File: src/rtl/tile_fetch_sequencer_if.sv
// Handshake/bus bundle for tile_fetch_sequencer.
//   master: job control and compute-side release (drives start/config/tile_consumed)
//   slave : the sequencer (drives SRAM read, buffer writes, bank status, busy/done)
interface tile_fetch_sequencer_if #(
  parameter int unsigned SRAM_AW = 16,
  parameter int unsigned BUF_AW  = 6
);
  localparam int unsigned NT_W = 8;

  // job control
  logic               start;
  logic [SRAM_AW-1:0] w_base;
  logic [SRAM_AW-1:0] a_base;
  logic [BUF_AW-1:0]  tile_len_m1;
  logic [NT_W-1:0]    num_tiles;
  logic               busy;
  logic               done;

  // SRAM read port
  logic               sram_en;
  logic [SRAM_AW-1:0] sram_read_address;
  logic               sram_rd_is_w;

  // local buffer write ports
  logic               w_write_en;
  logic [BUF_AW-1:0]  w_write_address;
  logic               a_write_en;
  logic [BUF_AW-1:0]  a_write_address;

  // compute-side bank handshake
  logic               wr_bank;
  logic               rd_bank;
  logic               tile_ready;
  logic               tile_consumed;

  modport master (
    output start, w_base, a_base, tile_len_m1, num_tiles, tile_consumed,
    input  busy, done, sram_en, sram_read_address, sram_rd_is_w,
           w_write_en, w_write_address, a_write_en, a_write_address,
           wr_bank, rd_bank, tile_ready
  );

  modport slave (
    input  start, w_base, a_base, tile_len_m1, num_tiles, tile_consumed,
    output busy, done, sram_en, sram_read_address, sram_rd_is_w,
           w_write_en, w_write_address, a_write_en, a_write_address,
           wr_bank, rd_bank, tile_ready
  );
endinterface

File: src/rtl/tile_fetch_sequencer.sv
// Ping-pong tile loader: streams interleaved weight/activation words from the
// shared SRAM read port into a two-bank local buffer and hands full banks to
// compute with a ready/consumed handshake.
// Ports:
//   clk  - clock
//   rst  - asynchronous active-high reset
//   bus  - tile_fetch_sequencer_if.slave (job control, SRAM read, buffer
//          writes, bank handshake, busy/done)
module tile_fetch_sequencer #(
  parameter int unsigned SRAM_AW  = 16,
  parameter int unsigned BUF_AW   = 6,
  parameter int unsigned SRAM_LAT = 1
) (
  input  logic                  clk,
  input  logic                  rst,
  tile_fetch_sequencer_if.slave bus
);
  localparam int unsigned NT_W  = 8;
  localparam int unsigned LAT_W = 2;

  typedef enum logic [2:0] {
    S_IDLE,
    S_ISSUE,
    S_DRAIN,
    S_WAIT_BANK,
    S_FINISH
  } state_t;

  state_t             r_state;
  logic [SRAM_AW-1:0] r_w_ptr;
  logic [SRAM_AW-1:0] r_a_ptr;
  logic [SRAM_AW-1:0] r_rd_addr;
  logic [BUF_AW-1:0]  r_len_m1;
  logic [BUF_AW-1:0]  r_k;
  logic [NT_W-1:0]    r_num_tiles;
  logic [NT_W-1:0]    r_tiles_filled;
  logic [LAT_W-1:0]   r_drain_cnt;
  logic               r_sram_en;
  logic               r_is_w;
  logic               r_busy;
  logic               r_done;

  logic [1:0]         r_full;
  logic               r_wr_bank;
  logic               r_rd_bank;
  logic               r_tile_ready;

  logic               r_pw_en [SRAM_LAT];
  logic               r_pa_en [SRAM_LAT];
  logic [BUF_AW-1:0]  r_p_k   [SRAM_LAT];

  logic               w_drain_exit;
  logic               w_consume;
  logic [1:0]         w_set_mask;
  logic [1:0]         w_clr_mask;
  logic [1:0]         w_full_nxt;
  logic               w_rd_bank_nxt;
  logic               w_last_tile;
  logic               w_launch;

  // Bank bookkeeping: fill completion sets full[wr_bank], a valid consume
  // clears full[rd_bank]; the two never target the same bank.
  assign w_drain_exit  = (r_state == S_DRAIN) && (r_drain_cnt == '0);
  assign w_consume     = bus.tile_consumed && r_full[r_rd_bank];
  assign w_set_mask    = {w_drain_exit &  r_wr_bank, w_drain_exit & ~r_wr_bank};
  assign w_clr_mask    = {w_consume    &  r_rd_bank, w_consume    & ~r_rd_bank};
  assign w_full_nxt    = (r_full | w_set_mask) & ~w_clr_mask;
  assign w_rd_bank_nxt = r_rd_bank ^ w_consume;
  assign w_last_tile   = (NT_W'(r_tiles_filled + NT_W'(1)) == r_num_tiles);

  // Start the first W read of a new tile; the bank check uses next-cycle
  // full state so a consume in the same cycle frees the bank immediately.
  assign w_launch = (w_drain_exit && !w_last_tile && !w_full_nxt[!r_wr_bank]) ||
                    ((r_state == S_WAIT_BANK) && !w_full_nxt[r_wr_bank]);

  // Bank full flags, bank pointers and the registered ready flag.
  always_ff @(posedge clk or posedge rst) begin
    if (rst) begin
      r_full       <= 2'b00;
      r_wr_bank    <= 1'b0;
      r_rd_bank    <= 1'b0;
      r_tile_ready <= 1'b0;
    end else begin
      r_full       <= w_full_nxt;
      r_wr_bank    <= r_wr_bank ^ w_drain_exit;
      r_rd_bank    <= w_rd_bank_nxt;
      r_tile_ready <= w_full_nxt[w_rd_bank_nxt];
    end
  end

  // Sequencer FSM; the read registers describe the SRAM access in the
  // current cycle, so every transition also sets up the next access.
  always_ff @(posedge clk or posedge rst) begin
    if (rst) begin
      r_state        <= S_IDLE;
      r_w_ptr        <= '0;
      r_a_ptr        <= '0;
      r_rd_addr      <= '0;
      r_len_m1       <= '0;
      r_k            <= '0;
      r_num_tiles    <= '0;
      r_tiles_filled <= '0;
      r_drain_cnt    <= '0;
      r_sram_en      <= 1'b0;
      r_is_w         <= 1'b0;
      r_busy         <= 1'b0;
      r_done         <= 1'b0;
    end else begin
      r_done <= 1'b0;
      case (r_state)
        S_IDLE: begin
          if (bus.start) begin
            r_len_m1       <= bus.tile_len_m1;
            r_num_tiles    <= bus.num_tiles;
            r_tiles_filled <= '0;
            r_busy         <= 1'b1;
            r_a_ptr        <= bus.a_base;
            r_k            <= '0;
            if (bus.num_tiles == '0) begin
              r_w_ptr <= bus.w_base;
              r_state <= S_FINISH;
            end else begin
              r_sram_en <= 1'b1;
              r_is_w    <= 1'b1;
              r_rd_addr <= bus.w_base;
              r_w_ptr   <= bus.w_base + SRAM_AW'(1);
              r_state   <= S_ISSUE;
            end
          end
        end

        S_ISSUE: begin
          if (r_is_w) begin
            r_is_w    <= 1'b0;
            r_rd_addr <= r_a_ptr;
            r_a_ptr   <= r_a_ptr + SRAM_AW'(1);
          end else if (r_k == r_len_m1) begin
            r_sram_en   <= 1'b0;
            r_rd_addr   <= '0;
            r_drain_cnt <= LAT_W'(SRAM_LAT - 1);
            r_state     <= S_DRAIN;
          end else begin
            r_k       <= r_k + BUF_AW'(1);
            r_is_w    <= 1'b1;
            r_rd_addr <= r_w_ptr;
            r_w_ptr   <= r_w_ptr + SRAM_AW'(1);
          end
        end

        S_DRAIN: begin
          if (r_drain_cnt != '0) begin
            r_drain_cnt <= r_drain_cnt - LAT_W'(1);
          end else begin
            r_tiles_filled <= r_tiles_filled + NT_W'(1);
            if (w_last_tile) begin
              r_state <= S_FINISH;
            end else if (!w_launch) begin
              r_state <= S_WAIT_BANK;
            end
          end
        end

        S_WAIT_BANK: begin
        end

        S_FINISH: begin
          if (w_full_nxt == 2'b00) begin
            r_done  <= 1'b1;
            r_busy  <= 1'b0;
            r_state <= S_IDLE;
          end
        end

        default: r_state <= S_IDLE;
      endcase

      if (w_launch) begin
        r_state   <= S_ISSUE;
        r_sram_en <= 1'b1;
        r_is_w    <= 1'b1;
        r_rd_addr <= r_w_ptr;
        r_w_ptr   <= r_w_ptr + SRAM_AW'(1);
        r_k       <= '0;
      end
    end
  end

  // Read-to-write delay line matching the SRAM latency.
  always_ff @(posedge clk or posedge rst) begin
    if (rst) begin
      for (int i = 0; i < SRAM_LAT; i++) begin
        r_pw_en[i] <= 1'b0;
        r_pa_en[i] <= 1'b0;
        r_p_k[i]   <= '0;
      end
    end else begin
      r_pw_en[0] <= r_sram_en &  r_is_w;
      r_pa_en[0] <= r_sram_en & ~r_is_w;
      r_p_k[0]   <= r_k;
      for (int i = 1; i < SRAM_LAT; i++) begin
        r_pw_en[i] <= r_pw_en[i-1];
        r_pa_en[i] <= r_pa_en[i-1];
        r_p_k[i]   <= r_p_k[i-1];
      end
    end
  end

  assign bus.sram_en           = r_sram_en;
  assign bus.sram_read_address = r_rd_addr;
  assign bus.sram_rd_is_w      = r_is_w;
  assign bus.w_write_en        = r_pw_en[SRAM_LAT-1];
  assign bus.w_write_address   = r_pw_en[SRAM_LAT-1] ? r_p_k[SRAM_LAT-1] : '0;
  assign bus.a_write_en        = r_pa_en[SRAM_LAT-1];
  assign bus.a_write_address   = r_pa_en[SRAM_LAT-1] ? r_p_k[SRAM_LAT-1] : '0;
  assign bus.wr_bank           = r_wr_bank;
  assign bus.rd_bank           = r_rd_bank;
  assign bus.tile_ready        = r_tile_ready;
  assign bus.busy              = r_busy;
  assign bus.done              = r_done;
endmodule

File: src/flat_wrapper.sv
// flat-port wrapper written by rule: the top's interface ports become plain ports
module tile_fetch_sequencer_flat 
#(
  parameter int unsigned SRAM_AW  = 16,
  parameter int unsigned BUF_AW   = 6,
  parameter int unsigned SRAM_LAT = 1
)
  (clk, rst, bus_start, bus_w_base, bus_a_base, bus_tile_len_m1, bus_num_tiles, bus_tile_consumed, bus_busy, bus_done, bus_sram_en, bus_sram_read_address, bus_sram_rd_is_w, bus_w_write_en, bus_w_write_address, bus_a_write_en, bus_a_write_address, bus_wr_bank, bus_rd_bank, bus_tile_ready);
  tile_fetch_sequencer_if #(.SRAM_AW(SRAM_AW), .BUF_AW(BUF_AW)) bus_i ();
  input  logic clk;
  input  logic rst;
  input wire logic [$bits(bus_i.start)-1:0] bus_start;
  input wire logic [$bits(bus_i.w_base)-1:0] bus_w_base;
  input wire logic [$bits(bus_i.a_base)-1:0] bus_a_base;
  input wire logic [$bits(bus_i.tile_len_m1)-1:0] bus_tile_len_m1;
  input wire logic [$bits(bus_i.num_tiles)-1:0] bus_num_tiles;
  input wire logic [$bits(bus_i.tile_consumed)-1:0] bus_tile_consumed;
  output wire logic [$bits(bus_i.busy)-1:0] bus_busy;
  output wire logic [$bits(bus_i.done)-1:0] bus_done;
  output wire logic [$bits(bus_i.sram_en)-1:0] bus_sram_en;
  output wire logic [$bits(bus_i.sram_read_address)-1:0] bus_sram_read_address;
  output wire logic [$bits(bus_i.sram_rd_is_w)-1:0] bus_sram_rd_is_w;
  output wire logic [$bits(bus_i.w_write_en)-1:0] bus_w_write_en;
  output wire logic [$bits(bus_i.w_write_address)-1:0] bus_w_write_address;
  output wire logic [$bits(bus_i.a_write_en)-1:0] bus_a_write_en;
  output wire logic [$bits(bus_i.a_write_address)-1:0] bus_a_write_address;
  output wire logic [$bits(bus_i.wr_bank)-1:0] bus_wr_bank;
  output wire logic [$bits(bus_i.rd_bank)-1:0] bus_rd_bank;
  output wire logic [$bits(bus_i.tile_ready)-1:0] bus_tile_ready;
  assign bus_i.start = bus_start;
  assign bus_i.w_base = bus_w_base;
  assign bus_i.a_base = bus_a_base;
  assign bus_i.tile_len_m1 = bus_tile_len_m1;
  assign bus_i.num_tiles = bus_num_tiles;
  assign bus_i.tile_consumed = bus_tile_consumed;
  assign bus_busy = bus_i.busy;
  assign bus_done = bus_i.done;
  assign bus_sram_en = bus_i.sram_en;
  assign bus_sram_read_address = bus_i.sram_read_address;
  assign bus_sram_rd_is_w = bus_i.sram_rd_is_w;
  assign bus_w_write_en = bus_i.w_write_en;
  assign bus_w_write_address = bus_i.w_write_address;
  assign bus_a_write_en = bus_i.a_write_en;
  assign bus_a_write_address = bus_i.a_write_address;
  assign bus_wr_bank = bus_i.wr_bank;
  assign bus_rd_bank = bus_i.rd_bank;
  assign bus_tile_ready = bus_i.tile_ready;
  tile_fetch_sequencer #(.SRAM_AW(SRAM_AW), .BUF_AW(BUF_AW), .SRAM_LAT(SRAM_LAT)) u_core (.clk(clk), .rst(rst), .bus(bus_i));
endmodule
File: config.mk
export PLATFORM = sky130hd
export DESIGN_NAME = tile_fetch_sequencer_flat
export DESIGN_NICKNAME = d
export VERILOG_FILES = /design/src/rtl/tile_fetch_sequencer_if.sv /design/src/rtl/tile_fetch_sequencer.sv /design/src/flat_wrapper.sv
export SDC_FILE = /design/constraint.sdc
export NUM_CORES = 1
export LEC_CHECK = 0
export ABC_AREA = 1
export ABC_CLOCK_PERIOD_IN_PS = 8200
export CAP_MARGIN = 20
export CORE_ASPECT_RATIO = 1.25
export CORE_MARGIN = 2
export CORE_UTILIZATION = 46
export DETAILED_ROUTE_END_ITERATION = 8
export GPL_ROUTABILITY_DRIVEN = 0
export PLACE_DENSITY = 0.75
export RECOVER_POWER = 25
export SKIP_CTS_REPAIR_TIMING = 1
export SLEW_MARGIN = 20
export SYNTH_ARGS = -nofsm -noshare
export SYNTH_HDL_FRONTEND = slang
export SYNTH_SLANG_ARGS = --single-unit
File: constraint.sdc
create_clock -name clk -period 8.2 [get_ports clk]
set_input_delay 2.46 -clock clk [delete_from_list [all_inputs] [get_ports clk]]
set_output_delay 2.46 -clock clk [all_outputs]
set_load 0.01 [all_outputs]
## Word-level counts from Yosys, hierarchy flattened

Index checks and enable logic that the tools add are counted.
W data, S select, Z words.

- Register bits: 98
- Input port bits: 50
- Output and inout port bits: 37
- Logic and storage cells: 155

- Add/sub/neg operators: 6
- Order comparisons: 4
- Equal/unequal tests: 21
- Mux-type cells: 61
- Bitwise logic cells: 14
- Reduce and logical (&&, ||, !) cells: 29

Operators with widths:

| kind | count |
|---|---|
| $mux W16 | 12 |
| $pmux W16 S2 | 3 |
| $add A16 B1 Y16 const B | 3 |
| $mux W6 | 6 |
| $mux W3 | 8 |
| $mux W1 | 20 |
| $mux W8 | 2 |
| $pmux W8 S2 | 1 |
| $pmux W3 S5 | 1 |
| $ne A3 B2 Y1 const B | 4 |
| $pmux W6 S2 | 1 |
| $reduce_and A3 Y1 | 4 |
| $reduce_bool A2 Y1 | 5 |
| $add A8 B1 Y8 const B | 1 |
| $eq A8 B8 Y1 | 1 |
| $logic_not A8 Y1 | 1 |
| $lt A1 B2 Y1 const B | 4 |
| $ne A2 B1 Y1 const B | 4 |
| $ne A2 B2 Y1 const B | 4 |
| $reduce_and A4 Y1 | 2 |
| $add A6 B1 Y6 const B | 1 |
| $and A1 B1 Y1 | 6 |
| $eq A3 B2 Y1 const B | 2 |
| $eq A6 B6 Y1 | 1 |
| other kinds (22) | 38 |

## Longest topological paths before layout

Gate-level depths: netlist of run 1.

- Depth after elaboration: 13
- Gate-level depth with buffers: 19
- Mapped depth without buffers: 19

## Worst setup path after synthesis of run 1

OpenSTA, ideal clock, no wires.

- Path kind: input to register
- Start point: input port bus_tile_consumed
- End point: register u_core.r_w_ptr[10]
- Arrival: 3.894 ns
- Data required time: 8.084 ns
- Path slack: 4.190 ns
- Stages: 12
- Path buffers: 1
- Cell sequence: o21ai_0 -> nor2_1 -> ha_1 -> nor2_2 -> inv_1 -> o211ai_2 -> nand3_2 -> nand2_4 -> inv_4 -> buf_6 -> nand2_1 -> nand2_1

- Longest elaborated chain between the ends: 11
- Elaborated cells between the ends (all ways): 20
- Classes of those cells: 3 x eq/ne; 5 x mux; 4 x bitwise; 8 x reduce/logical

Ends and longest elaborated chain:

| what | line | text |
|---|---|---|
| start: declaration | flat_wrapper.sv:17 | `input wire logic [$bits(bus_i.tile_consumed)-1:0] bus_tile_consumed;` |
| $logic_and A1 B1 Y1 (*) | tile_fetch_sequencer.sv:64 | `assign w_consume = bus.tile_consumed && r_full[r_rd_bank];` |
| $and A1 B1 Y1 (*) | tile_fetch_sequencer.sv:66 | `assign w_clr_mask = {w_consume & r_rd_bank, w_consume & ~r_rd_bank};` |
| $not A2 Y2 (*) | tile_fetch_sequencer.sv:67 | `assign w_full_nxt = (r_full \| w_set_mask) & ~w_clr_mask;` |
| $and A2 B2 Y2 (*) | tile_fetch_sequencer.sv:67 |  |
| net u_core.w_full_nxt[1] | tile_fetch_sequencer.sv:56 | `logic [1:0] w_full_nxt;` |
| $mux W1 (on tied branches) (2 in a row) | tile_fetch_sequencer.sv:73, tile_fetch_sequencer.sv:74 |  |
| $logic_not A1 Y1 (on tied branches) | tile_fetch_sequencer.sv:73, tile_fetch_sequencer.sv:74 |  |
| $logic_and A1 B1 Y1 (on tied branches) | tile_fetch_sequencer.sv:73, tile_fetch_sequencer.sv:74 |  |
| $logic_or A1 B1 Y1 (*) | tile_fetch_sequencer.sv:73 | `assign w_launch = (w_drain_exit && !w_last_tile && !w_full_nxt[!r_wr_bank]) \|\|` |
| $ne A3 B2 Y1 (no source line) (tied with other cells) | -- |  |
| $reduce_and A4 Y1 (no source line) | -- |  |
| end signal: assignment | tile_fetch_sequencer.sv:120 | `r_w_ptr <= bus.w_base;` |
| end signal: assignment | tile_fetch_sequencer.sv:126 | `r_w_ptr <= bus.w_base + SRAM_AW'(1);` |
| end signal: assignment | tile_fetch_sequencer.sv:146 | `r_w_ptr <= r_w_ptr + SRAM_AW'(1);` |
| end: declaration | tile_fetch_sequencer.sv:30 | `logic [SRAM_AW-1:0] r_w_ptr;` |

Mark *: on every way through the listed nets, which the timed path passes. The rest lies on a longest branch. The select of a mux whose other input is x is not followed.
A chain may end at the register's enable or synchronous reset.

## Final worst setup path of run 1

- Start point: input port bus_num_tiles[7]
- End point: register u_core.r_sram_en, in the netlist u_core.bus.sram_en

- Longest elaborated chain between the ends: 3

Ends and longest elaborated chain:

| what | line | text |
|---|---|---|
| start: declaration | flat_wrapper.sv:16 | `input wire logic [$bits(bus_i.num_tiles)-1:0] bus_num_tiles;` |
| $logic_not A8 Y1 | tile_fetch_sequencer.sv:119 | `if (bus.num_tiles == '0) begin` |
| $ne A3 B2 Y1 (no source line) | -- |  |
| $reduce_and A5 Y1 (no source line) | -- |  |
| end signal: assignment | tile_fetch_sequencer.sv:104 | `r_sram_en <= 1'b0;` |
| end signal: assignment | tile_fetch_sequencer.sv:123 | `r_sram_en <= 1'b1;` |
| end signal: assignment | tile_fetch_sequencer.sv:138 | `r_sram_en <= 1'b0;` |
| end: declaration | tile_fetch_sequencer.sv:38 | `logic r_sram_en;` |

No other way between the ends.

==> results.json, run 1 <==
{
  "grt-busiest-layer": "met2",
  "die_area_um2": 15800,
  "setup_viol": 0,
  "setup_tns_ps": 0,
  "final_cells": 1300,
  "grt_pass1_vias": 6451,
  "ys_types": 43,
  "critPathKind": "input pin to flop",
  "firstDrtPassIters": 7,
  "p_clk_frac": 0.145,
  "fp.dieH_um": 140,
  "grt_util_all_layers": 0.241,
  "post_drt_wl_per_cell_um": 14.3,
  "dp.cells": 1284,
  "worstRegToRegCells": 12,
  "slew_violations": 109,
  "met3_usage": 0.0238,
  "core-area_um2": 14500,
  "crit_arrival_ps": 5500,
  "syn_inst": 1057,
  "worstSetupPathDepth": 11,
  "power.switching_mw": 1.41,
  "worst-path-buf-inv": 4,
  "cts-root-buf": "clkbuf_16",
  "worstMarginPinSlew_ps": 2600,
  "areaGrowthSynthToFinish_pct": 17.1,
  "clock_sinks": 98,
  "postLayoutSetupSlackWorst_ps": 2840,
  "fmax_mhz": 186,
  "hp-start": "u_core.bus.sram_read_address[13]",
  "syn-num-nets": 1117,
  "ys_seq_area_frac": 0.360,
  "p_int_mw": 1.46,
  "outcome": "complete, but fails checks",
  "cts.clk_slew.worst_paths_ps": 70,
  "die_w_um": 113,
  "cp-startpoint": "bus_num_tiles[7]",
  "hold_depth": 2,
  "syn-cell-area_um2": 6820,
  "fin_crit_sh": 0.654,
  "timing.hold.ws_ps": 486,
  "grt_use_met2": 0.406,
  "viasPerCell": 5.31,
  "ys_ff_latch": 98,
  "critical-path-top-delay-family": "simple AND/OR/NAND/NOR gates",
  "nets": 1177,
  "relSlewSlack": -0.736,
  "ant_nets": 0,
  "p_comb_frac": 0.534,
  "insertion_delay_ps": 360,
  "cp-start-kind": "input pin",
  "cts_tree": "yes",
  "violations": "DRC, capacitance limit, slew limit",
  "ir_drop_mv": 0.173,
  "sequentialPowerShare": 0.321,
  "cts_buffer_depth": 2,
  "gr-usage-met1": 0.315,
  "finalCriticalPeriod_ps": 5360,
  "required_ps": 8330,
  "yosys_warnings": 0,
  "routed_wl_um": 18500,
  "p_leak_nw": 4.14,
  "cp_slowest_stage_delay_ps": 750,
  "hold_viol_final": 0,
  "grt_pass1_wl_um": 31300,
  "cpMaxStageDelayCell": "nor2_1",
  "min_path_type": "flop to flop",
  "swShare": 0.491,
  "vias": 6901,
  "dr.first_iter.drc_count": 644,
  "cp_common_cell": "nor2_1",
  "crit_chain": "clkdlybuf4s50_1 > nor2_1 > nand2_1 > nor2_1 > inv_1 > nor2_1 > inv_1 > nand3_1 > nand3_4 > inv_4 > o21ai_0",
  "pre_cts_slack_ps": 2580,
  "r2r-start": "u_core.r_state[2]",
  "cts_max_level": 3,
  "synth_area_per_cell_um2": 6.45,
  "place_hpwl_um": 12900,
  "cts_buffers": 9,
  "portBuffers": 86,
  "fin_skew_ps": 10.8,
  "rsz0062_at_grt": "no",
  "grt_overflow": 0,
  "cap_violations": 2,
  "drcViolationCount": 6,
  "initial_core_util": 0.471,
  "drive_above_1_share": 0.0392,
  "rrSetupSlack_ps": 3260,
  "std_cell_rows": 49,
  "antenna_found_initial": 0,
  "n_antenna_cell": 0,
  "cp-end-kind": "flop",
  "grt_max_degree": 73,
  "fillers": 1426,
  "path_max_fanout": 21,
  "ios": 87,
  "powerDensity_nw_per_um2": 359
}
cell type report:
type	instances	area (µm²)	area share
clock inverter	5	37.5	0.00470
timing repair buffer	91	887	0.111
sequential	98	2450	0.307
multi-input combinational	815	3760	0.470
clock buffer	11	243	0.0304
tap	178	223	0.0279
inverter	102	389	0.0487
Yosys cell counts, drive strengths merged:
master | count | area share
clkinv | 1 | 0.00055
buf | 19 | 0.018
nand2 | 459 | 0.26
a31oi | 4 | 0.0037
xnor2 | 9 | 0.012
nand4 | 11 | 0.010
inv | 101 | 0.056
dfrtp | 98 | 0.36
nor4 | 3 | 0.0028
o211ai | 9 | 0.011
and2 | 1 | 0.00092
a21o | 2 | 0.0022
a32oi | 2 | 0.0026
nand3 | 106 | 0.081
o22ai | 7 | 0.0064
nand3b | 2 | 0.0022
o21ai | 61 | 0.045
o31ai | 1 | 0.0011
a22oi | 1 | 0.0011
ha | 10 | 0.018
nor2 | 83 | 0.051
a21oi | 10 | 0.0079
o21bai | 4 | 0.0044
or2 | 3 | 0.0028
xor2 | 17 | 0.022
nor3 | 10 | 0.0081
clkbuf | 23 | 0.013
tightest hold or removal path, delay by kind of cell, from the launching register on:
family | cells | cell delay, ps
flops | 1 | 350
simple gates | 2 | 100
path summary, 6_finish.rpt:
kind / endpoint
min reg2reg: u_core.bus.sram_read_address[13]
max: u_core.bus.sram_en
max in group asynchronous: u_core.r_w_ptr[4]
min in group asynchronous: u_core.r_len_m1[2]
min: u_core.bus.sram_read_address[13]
max reg2reg: u_core.r_w_ptr[5]
kinds of logic after synthesis:
kind of cell | count (synthesis) | synth area share
adders and majority gates | 10 | 0.0183
xor gates and xnor gates | 26 | 0.0334
and+or+nand+nor | 678 | 0.416
AOI/OAI and AO/OA | 101 | 0.0853
DFF | 98 | 0.360
buffers and inverters | 144 | 0.0877
sequential cells by signal (all words and copies together) (netlist names), 2 cells and up:
name	count
u_core.r_w_ptr	16
u_core.r_k	6
u_core.r_tiles_filled	8
u_core.r_num_tiles	8
u_core.bus.sram_read_address	16
u_core.r_a_ptr	16
u_core.r_full	2
u_core.r_p_k	6
u_core.r_len_m1	6
u_core.r_drain_cnt	2
u_core.r_state	3
power groups by stage:
stage          Combinational [mW]  Clock [mW]  Sequential, mW
6_report                     1.53       0.416           0.922
5_1_grt                      1.75       0.440           0.948
4_1_cts                      1.54       0.421           0.918
3_5_place_dp                 1.54           0           0.924
3_3_place_gp                 1.51           0           0.924
2_1_floorplan                1.16           0           0.862
through the flow:
step | utilization | power, mW | cell area [µm²]
after global routing | 0.552 | 3.14 | 7990
after floorplan | - | 2.02 | 6820
after global placement | 0.535 | 2.43 | 7740
after CTS | 0.554 | 2.88 | 8020
final | 0.552 | 2.87 | 7990
after detailed placement | 0.535 | 2.46 | 7740
placed cells by master (no fill, tap or decap), drive strengths merged, types with 11 or more instances in the layout:
cell type      count
nor2              83
clkdlybuf4s50     81
nand2            459
xor2              17
o21ai             61
nand3            106
clkbuf            14
nand4             11
dfrtp             98
inv              101
metal layers:
layer | vias up | wire length (µm)
met5 | - | 0
met4 | 0 | 543
met3 | 35 | 1070
met2 | 242 | 8960
met1 | 3170 | 7960
li1 | 3454 | -
Power figures use the tool's default switching activity.
==> run 2, diff against run 1 <==
--- a/config.mk
+++ b/config.mk
@@ -6,14 +6,14 @@
 export NUM_CORES = 1
 export LEC_CHECK = 0
 export ABC_AREA = 1
-export ABC_CLOCK_PERIOD_IN_PS = 8200
+export ABC_CLOCK_PERIOD_IN_PS = 4600
 export CAP_MARGIN = 20
 export CORE_ASPECT_RATIO = 1.25
 export CORE_MARGIN = 2
 export CORE_UTILIZATION = 46
 export DETAILED_ROUTE_END_ITERATION = 8
 export GPL_ROUTABILITY_DRIVEN = 0
-export PLACE_DENSITY = 0.75
+export PLACE_DENSITY = 0.78
 export RECOVER_POWER = 25
 export SKIP_CTS_REPAIR_TIMING = 1
 export SLEW_MARGIN = 20
==> constraint.sdc (replaced) <==
create_clock -name clk -period 4.6 [get_ports clk]
set_input_delay 1.38 -clock clk [delete_from_list [all_inputs] [get_ports clk]]
set_output_delay 1.38 -clock clk [all_outputs]
set_load 0.01 [all_outputs]
==> run 2 against run 1 <==
The flow still finishes with violations (DRC, capacitance limit, slew limit). First-iteration DRC count decreased by 5.0%. Die area unchanged. Utilization increased by 0.70 points. Non-clock buffer count increased by 2. Sequential share of layout area decreased by 0.38 points. Register-to-register slack got worse by 2300 ps. Highest routed layer unchanged. Via count increased by 1.7%. Flip-flop and latch count unchanged. Clock-buffer cell count decreased by 1. Largest power group unchanged.
==> results.json, run 2 (same netlist as run 1, synthesis figures left out) <==
{
  "grt_max_degree": 63,
  "final_common_cell": "nand2_1",
  "cts_buffer_depth": 2,
  "fin_crit_sh": 0.822,
  "portBuffers": 86,
  "r2r-start": "u_core.r_state[1]",
  "setup_viol": 0,
  "place_hpwl_um": 13100,
  "cts.clk_slew.worst_paths_ps": 70,
  "firstDrtPassIters": 9,
  "worst-path-buf-inv": 5,
  "cts_buffers": 9,
  "timing.hold.ws_ps": 473,
  "cp-start-kind": "input pin",
  "rsz0062_at_grt": "no",
  "drcViolationCount": 8,
  "min_path_type": "flop to flop",
  "viasPerCell": 5.39,
  "initial_core_util": 0.471,
  "crit_chain": "dlygate4sd3_1 > o21ai_0 > nor2_1 > ha_1 > nor2_1 > inv_1 > o211ai_2 > buf_4 > nand2_4 > inv_1 > nand2_1 > nand2_1 > inv_1 > nand2_1",
  "areaGrowthSynthToFinish_pct": 18.6,
  "post_drt_wl_per_cell_um": 14.4,
  "grt_overflow": 0,
  "cpMaxStageDelayCell": "dlygate4sd3_1",
  "outcome": "complete, but fails checks",
  "path_max_fanout": 34,
  "drive_above_1_share": 0.0427,
  "cts_max_level": 3,
  "critPathKind": "input pin to flop",
  "fp.dieH_um": 140,
  "hold_viol_final": 0,
  "critical-path-top-delay-family": "buffers and inverters",
  "insertion_delay_ps": 350,
  "std_cell_rows": 49,
  "n_antenna_cell": 0,
  "cap_violations": 1,
  "vias": 7017,
  "fin_skew_ps": 11.5,
  "routed_wl_um": 18700,
  "ir_drop_mv": 0.307,
  "antenna_found_initial": 0,
  "p_leak_nw": 4.19,
  "die_area_um2": 15800,
  "powerDensity_nw_per_um2": 650,
  "grt_pass1_vias": 6561,
  "grt_util_all_layers": 0.241,
  "die_w_um": 113,
  "relSlewSlack": -0.590,
  "final_cell_mix": "nand2_1, nand3_1, dfrtp_1",
  "finalCriticalPeriod_ps": 3780,
  "setup_tns_ps": 0,
  "nets": 1179,
  "required_ps": 4880,
  "core-area_um2": 14500,
  "worstMarginPinSlew_ps": 2380,
  "cp_slowest_stage_delay_ps": 540,
  "ant_nets": 0,
  "dr.first_iter.drc_count": 612,
  "cp-end-kind": "flop",
  "fmax_mhz": 264,
  "crit_arrival_ps": 4060,
  "rrSetupSlack_ps": 1000,
  "violations": "DRC, capacitance limit, slew limit",
  "cts-root-buf": "clkbuf_16",
  "hp-start": "u_core.r_k[5]",
  "cts_tree": "yes",
  "clock_sinks": 98,
  "slew_violations": 62,
  "cp-startpoint": "bus_tile_consumed",
  "grt_pass1_wl_um": 31200,
  "ios": 87
}
## run 2: metrics by stage
step           utilization  setup slack, ps  instances  cell area, µm²  power (mW)
4_1_cts              0.561             1060       1302            8110        5.27
6_report             0.559              818       1302            8090        5.26
2_1_floorplan            -              658       1057            6820        3.61
5_1_grt              0.559              438       1302            8090        5.71
3_3_place_gp         0.537              776       1286            7770        4.31
3_5_place_dp         0.537              697       1286            7770        4.37
## run 2: worst register-to-register path, delay by kind of cell (launching register included)
| family | cells | cell delay [ps] |
|---|---|---|
| and+or+nand+nor | 9 | 1570 |
| adders and majority gates | 1 | 280 |
| buffers and inverters | 7 | 950 |
| DFF | 1 | 430 |
| AOI/OAI and AO/OA | 1 | 300 |
## run 2: cell type report
cell class | instances | area, µm²
fill | 1428 | 6380
multi-input combinational | 815 | 3760
timing repair buffer | 93 | 926
inverter | 102 | 388
clock buffer | 10 | 229
sequential | 98 | 2450
tap | 178 | 223
clock inverter | 6 | 115
## run 2: where the power goes
group / switching (mW) / internal, mW
sequential: 0.420 / 1.22
combinational: 1.75 / 0.986
clock: 0.349 / 0.534
total: 2.52 / 2.74
## run 2: final timing paths
| check | endpoint | depth (start not counted) |
|---|---|---|
| max in group asynchronous | u_core.bus.sram_read_address[12] | 2 |
| worst min-delay path | u_core.r_p_k[5] | 0 |
| worst max register to register | u_core.r_state[1] | 18 |
| min in group asynchronous | u_core.r_num_tiles[1] | 2 |
| worst min register to register | u_core.r_p_k[5] | 0 |
| worst max-delay path | u_core.r_state[1] | 14 |
## run 2: routing by layer
layer,GRT usage,vias to the layer above,wire length (µm)
met5,0,-,0
met4,0.117,0,796
met3,0.0277,65,1100
met2,0.405,290,8900
met1,0.308,3197,7920
li1,-,3465,-
